[src/rtl/cpu_run_monitor.sv]
// cpu_run_monitor: board-level run control and performance monitor.
// Produces a single-clock enable for the core in free/slow/step/hold
// modes, counts enabled cycles and retired instructions, latches the
// end-of-program flag and drives a selectable value onto 7-seg digits.
module cpu_run_monitor #(
    parameter int DIV_MAX    = 50000000,
    parameter int DEB_CYCLES = 500000,
    parameter int CNT_WIDTH  = 32,
    parameter int NUM_DIGITS = 6
) (
    input  logic                    clk,
    input  logic                    reset,
    input  logic [1:0]              mode,
    input  logic                    step_key,
    input  logic                    endcontrol,
    input  logic                    instr_valid,
    input  logic [31:0]             pc,
    input  logic [1:0]              sel,
    output logic                    cpu_en,
    output logic                    halted,
    output logic [CNT_WIDTH-1:0]    cycle_count,
    output logic [CNT_WIDTH-1:0]    instret_count,
    output logic [7*NUM_DIGITS-1:0] hex
);

    typedef enum logic [1:0] {
        MODE_FREE = 2'b00,
        MODE_SLOW = 2'b01,
        MODE_STEP = 2'b10,
        MODE_HOLD = 2'b11
    } mode_t;

    localparam int DIV_W = (DIV_MAX > 2) ? $clog2(DIV_MAX) : 1;
    localparam int DEB_W = (DEB_CYCLES > 2) ? $clog2(DEB_CYCLES) : 1;
    localparam int VAL_W = 4 * NUM_DIGITS;
    localparam logic [DIV_W-1:0] DIV_LAST = DIV_W'(DIV_MAX - 1);
    localparam logic [DEB_W-1:0] DEB_LAST = DEB_W'(DEB_CYCLES - 1);

    mode_t                    w_mode;
    mode_t                    r_mode_prev;
    logic [DIV_W-1:0]         r_div;
    logic                     w_tick;
    logic                     r_sync1, r_sync2;
    logic                     r_deb_level, r_deb_prev;
    logic [DEB_W-1:0]         r_deb_cnt;
    logic                     w_press;
    logic                     w_en_mode, w_en_next;
    logic                     r_cpu_en, r_halted;
    logic [CNT_WIDTH-1:0]     r_cycle, r_instret, w_diff;
    logic [VAL_W-1:0]         w_value;
    logic [7*NUM_DIGITS-1:0]  w_hex_next, r_hex;

    assign w_mode = mode_t'(mode);

    // Gate the wrap point: a tick is only produced once the mode has been
    // stable for at least one cycle, so a mode change never leaks a tick.
    assign w_tick = (w_mode == MODE_SLOW) && (w_mode == r_mode_prev) && (r_div == DIV_LAST);

    // Slow-run divider, restarted whenever the mode changes.
    always_ff @(posedge clk) begin
        if (!reset) begin
            r_mode_prev <= MODE_FREE;
            r_div       <= '0;
        end else begin
            r_mode_prev <= w_mode;
            if (w_mode != r_mode_prev) begin
                r_div <= '0;
            end else if (w_mode == MODE_SLOW) begin
                r_div <= w_tick ? '0 : r_div + 1'b1;
            end
        end
    end

    // Step key: two-flop synchronizer followed by a stability-count debouncer.
    always_ff @(posedge clk) begin
        if (!reset) begin
            r_sync1     <= 1'b1;
            r_sync2     <= 1'b1;
            r_deb_level <= 1'b1;
            r_deb_prev  <= 1'b1;
            r_deb_cnt   <= '0;
        end else begin
            r_sync1    <= step_key;
            r_sync2    <= r_sync1;
            r_deb_prev <= r_deb_level;
            if (r_sync2 != r_deb_level) begin
                if (r_deb_cnt == DEB_LAST) begin
                    r_deb_level <= r_sync2;
                    r_deb_cnt   <= '0;
                end else begin
                    r_deb_cnt <= r_deb_cnt + 1'b1;
                end
            end else begin
                r_deb_cnt <= '0;
            end
        end
    end

    // Press is the falling edge of the debounced (active-low) key level.
    assign w_press = r_deb_prev & ~r_deb_level;

    // Next clock-enable value from the run mode, blocked by end-of-program.
    always_comb begin
        w_en_mode = 1'b0;
        case (w_mode)
            MODE_FREE: w_en_mode = 1'b1;
            MODE_SLOW: w_en_mode = w_tick;
            MODE_STEP: w_en_mode = w_press;
            MODE_HOLD: w_en_mode = 1'b0;
            default:   w_en_mode = 1'b0;
        endcase
        w_en_next = w_en_mode & ~r_halted & ~endcontrol;
    end

    // Registered enable, sticky halt and saturating performance counters.
    always_ff @(posedge clk) begin
        if (!reset) begin
            r_cpu_en  <= 1'b0;
            r_halted  <= 1'b0;
            r_cycle   <= '0;
            r_instret <= '0;
        end else begin
            r_cpu_en <= w_en_next;
            r_halted <= r_halted | endcontrol;
            if (r_cpu_en && !r_halted) begin
                if (r_cycle != '1) begin
                    r_cycle <= r_cycle + 1'b1;
                end
                if (instr_valid && (r_instret != '1)) begin
                    r_instret <= r_instret + 1'b1;
                end
            end
        end
    end

    function automatic logic [6:0] seg7(input logic [3:0] nib);
        case (nib)
            4'h0: seg7 = 7'h40;
            4'h1: seg7 = 7'h79;
            4'h2: seg7 = 7'h24;
            4'h3: seg7 = 7'h30;
            4'h4: seg7 = 7'h19;
            4'h5: seg7 = 7'h12;
            4'h6: seg7 = 7'h02;
            4'h7: seg7 = 7'h78;
            4'h8: seg7 = 7'h00;
            4'h9: seg7 = 7'h10;
            4'hA: seg7 = 7'h08;
            4'hB: seg7 = 7'h03;
            4'hC: seg7 = 7'h46;
            4'hD: seg7 = 7'h21;
            4'hE: seg7 = 7'h06;
            default: seg7 = 7'h0E;
        endcase
    endfunction

    assign w_diff = r_cycle - r_instret;

    // Display source select, resized to the digit field, then per-digit encode.
    always_comb begin
        w_value = '0;
        case (sel)
            2'd0:    w_value = VAL_W'(r_cycle);
            2'd1:    w_value = VAL_W'(r_instret);
            2'd2:    w_value = VAL_W'(pc);
            default: w_value = VAL_W'(w_diff);
        endcase
        w_hex_next = '0;
        for (int unsigned k = 0; k < NUM_DIGITS; k++) begin
            w_hex_next[7*k +: 7] = seg7(w_value[4*k +: 4]);
        end
    end

    // Registered segment outputs.
    always_ff @(posedge clk) begin
        if (!reset) begin
            r_hex <= {NUM_DIGITS{7'h40}};
        end else begin
            r_hex <= w_hex_next;
        end
    end

    assign cpu_en        = r_cpu_en;
    assign halted        = r_halted;
    assign cycle_count   = r_cycle;
    assign instret_count = r_instret;
    assign hex           = r_hex;

endmodule
[config.mk]
export PLATFORM = sky130hd
export DESIGN_NAME = cpu_run_monitor
export DESIGN_NICKNAME = d
export VERILOG_FILES = /design/src/rtl/cpu_run_monitor.sv
export SDC_FILE = /design/constraint.sdc
export NUM_CORES = 1
export LEC_CHECK = 0
export ABC_AREA = 1
export CELL_PAD_IN_SITES_DETAIL_PLACEMENT = 0
export CELL_PAD_IN_SITES_GLOBAL_PLACEMENT = 1
export CORE_MARGIN = 8
export CORE_UTILIZATION = 39
export DETAILED_ROUTE_END_ITERATION = 8
export HOLD_SLACK_MARGIN = 0.05
export PLACE_DENSITY_LB_ADDON = 0.1
export SLEW_MARGIN = 20
export SYNTH_ARGS = -nofsm -noshare
export SYNTH_HDL_FRONTEND = slang
export SYNTH_SLANG_ARGS = --single-unit
[constraint.sdc]
create_clock -name clk -period 3.2 [get_ports clk]
set_input_delay 0.48 -clock clk [delete_from_list [all_inputs] [get_ports clk]]
set_output_delay 0.48 -clock clk [all_outputs]
set_load 0.1 [all_outputs]
==> qor.txt <==
Run status: finished, final reports clean
DRT iter0 DRCs: 818
Mux cell area share after synthesis: 0%
Critical Path Start Type: flop
Syn Area/Cell: 6.33 sq um
Routed WL: 37200 um
Place WS: 0.212 ns
Crit end category: flop
Comb power frac: 16.8%
Cell Area, Synth: 10800 sq um
Compound-Gate Fraction of Synth Area: 12.8%
Pwr/cell area: 380 nW/um^2
Fmax: 348 MHz
Die area: 33100 sq um
Ports: 149
LEAKAGE: 5.86 nW
Worst skew pair latency: 0.44 ns
Clk buf depth: 2
Total GRT Usage: 22.3%
Post-synth EDFFs: 0
Main combinational cell family by area after synthesis: simple AND/OR/NAND/NOR gates
Worst hold path type: flop to flop
Reg power frac: 40.4%
Number of buffers created by CTS: 17
FP Rows: 60
RePlAce Congestion: 0.943
Cells after Synth: 1699
DR vias/cell: 5.05
Initial antenna violation count: 0
Multi-input logic area: 6470 sq um
Postcts setup bufs: 0
Ys Warns: 0
Tcrit/Tclk final: 89.9%
Layout Nets: 1984
Commonest non-fill, non-tap cells in the layout: nand2_1, inv_1, nor2_1
Antenna Nets Post-Route: 0
Register Area: 3180 sq um
Detailed placer's ending HPWL: 29900 um
Xor/xnor share of the synthesized area: 2.61%
Drt first pass iters: 6
Antenna cells: 0
Flop-to-flop setup slack: 0.32 ns
Required @ worst endpoint: 3.56 ns
Yosys reg bits: 159
Pin slew with the least headroom to its limit: 0.975 ns
Critical path class: flop to flop
First-pass GRT wire length: 58500 um
Internal: 3.43 mW
Reg2reg path depth: 19
Slew Viols, Final: 0
Final Critical Period: 2.88 ns
Die H: 182 um
Slew headroom: 34.8%
Unrepaired setup endpoints after global routing: no
GRT overflow: 0
Hold path cells: 1
Largest net degree at the start of global routing: 61
Slack of the critical path: 0.324 ns
Syn nets: 1799
Adder-cell share of the synthesized area: 6.93%
Critical path arrival: 3.24 ns
Max_cap viols: 0
Sw power: 1.60 mW
Vias post-DR: 11300
H-tree Lvls: 4
CORE AREA: 27000 sq um
Fill cells: 2843
Net Sw Frac: 31.8%
Commonest non-fill, non-tap cell in the layout: nand2_1
# setup viols final: 0
Final TNS setup: 0 ns
CTS Root Buffer Type: clkbuf_16
Die W: 182 um
Worst Clk Skew: 0.0188 ns
Sequential area share after synthesis: 29.6%
Synth Area in Simple Gates: 37.8%
Number of hold buffers added after CTS: 0
CP Max Fanout: 5
Hold Vio Cnt, Final: 0
Area contributors post-synth: dfxtp_1, nand2_1, inv_1
Top-area cell type share of the netlist area: 29.6%
Clk pwr share: 42.7%
Synth area leader: dfxtp_1
Vias in the first global route: 10800
Top_reg_cell synth: dfxtp_1
Synth unique cells: 53
TritonCTS clock tree: built
Asr flop ratio synth: 0%
Clock sinks: 159
Layout area overhead: 23.2%
Design Power: 5.04 mW
Worst VDD drop: 0.338 mV
Finished Cell Area: 13200 sq um
Cts repair resizes: 0
Avg WL per Cell: 16.6 um
Initial Util: 39.8%
Fraction of layout cells with a size suffix above 1: 12.5%
Clock transition at path regs: 0.07 ns
DRC viols: 0
Port Buffers: 140
Area after DPL: 12600 sq um
cells by family (layout without fill, tap and decap cells):
logic type | after synthesis | in the layout
buffers and inverters | 277 | 475
XOR/XNOR | 32 | 32
AO/OA/AOI/OAI | 235 | 235
flip-flops | 159 | 159
adder cells (fa/ha/maj) | 59 | 59
AND/OR/NAND/NOR | 937 | 937
power groups by stage:
stage / sequential, mW / combinational [mW] / clock (mW)
finish: 2.04 / 0.849 / 2.15
CTS: 2.04 / 0.852 / 2.21
global placement: 2.08 / 0.849 / 0
floorplan: 2.39 / 0.301 / 0
detailed placement: 2.09 / 0.850 / 0
global route: 2.04 / 0.912 / 2.28
flip-flops by register name, summed over array words and instances, names as in the netlist, 2 cells and up:
register,flops
cycle_count,32
r_deb_cnt,19
instret_count,32
r_mode_prev,2
hex,42
r_div,26
Yosys cell counts, types with 13 or more instances:
master   instances
nand3_1        100
inv_1          233
nor2_1         192
dfxtp_1        159
nand4_1         46
inv_2           13
ha_1            58
o21ai_0         67
nand2_1        485
a21oi_1        113
xor2_1          24
nor3_1          56
layout make-up:
class | instances | area share, %
Clock buffer | 18 | 3.24
Clock inverter | 14 | 1.32
Inverter | 247 | 7.02
Multi-Input combinational cell | 1263 | 48.8
Sequential cell | 159 | 24.0
Tap cell | 341 | 3.22
Timing Repair Buffer | 196 | 12.3
stage by stage:
stage	utilization [%]	hold slack [ns]	instances
after floorplan	-	0.393	1699
after detailed placement	46.8	0.398	2206
final	49.0	0.420	2238
after global routing	49.0	0.453	2238
after global placement	46.8	0.403	2206
after CTS	49.0	0.418	2238
per-layer routing:
metal / part of all wire (%) / up-vias / routed length [um] / GRT usage [%]
met3: 5.9 / 60 / 2200 / 4.49
li1: - / 5870 / - / -
met1: 46 / 5055 / 17200 / 28.9
met2: 45 / 311 / 16600 / 36.0
met4: 3.4 / 0 / 1250 / 8.59
met5: 0 / - / 0 / 0
worst max-delay path, stage by stage, from the launching register on:
cell,delay (ns)
dfxtp_1,0.43
inv_1,0.13
ha_2,0.41
nand2_1,0.10
nor2_1,0.15
inv_1,0.06
nor2_1,0.15
nand3b_1,0.16
nand3_1,0.12
nand2_1,0.05
nand2_1,0.05
nand2_1,0.06
nand2_1,0.16
inv_1,0.12
ha_1,0.31
inv_1,0.06
nand3_1,0.07
nand3_1,0.09
nand2_1,0.05
nor2_1,0.09
worst paths after layout:
path,start,to
max,instret_count[16],hex[38]
min,r_sync1,r_sync2
max reg2reg,instret_count[16],hex[38]
min reg2reg,r_sync1,r_sync2
Power figures use the tool's default switching activity.
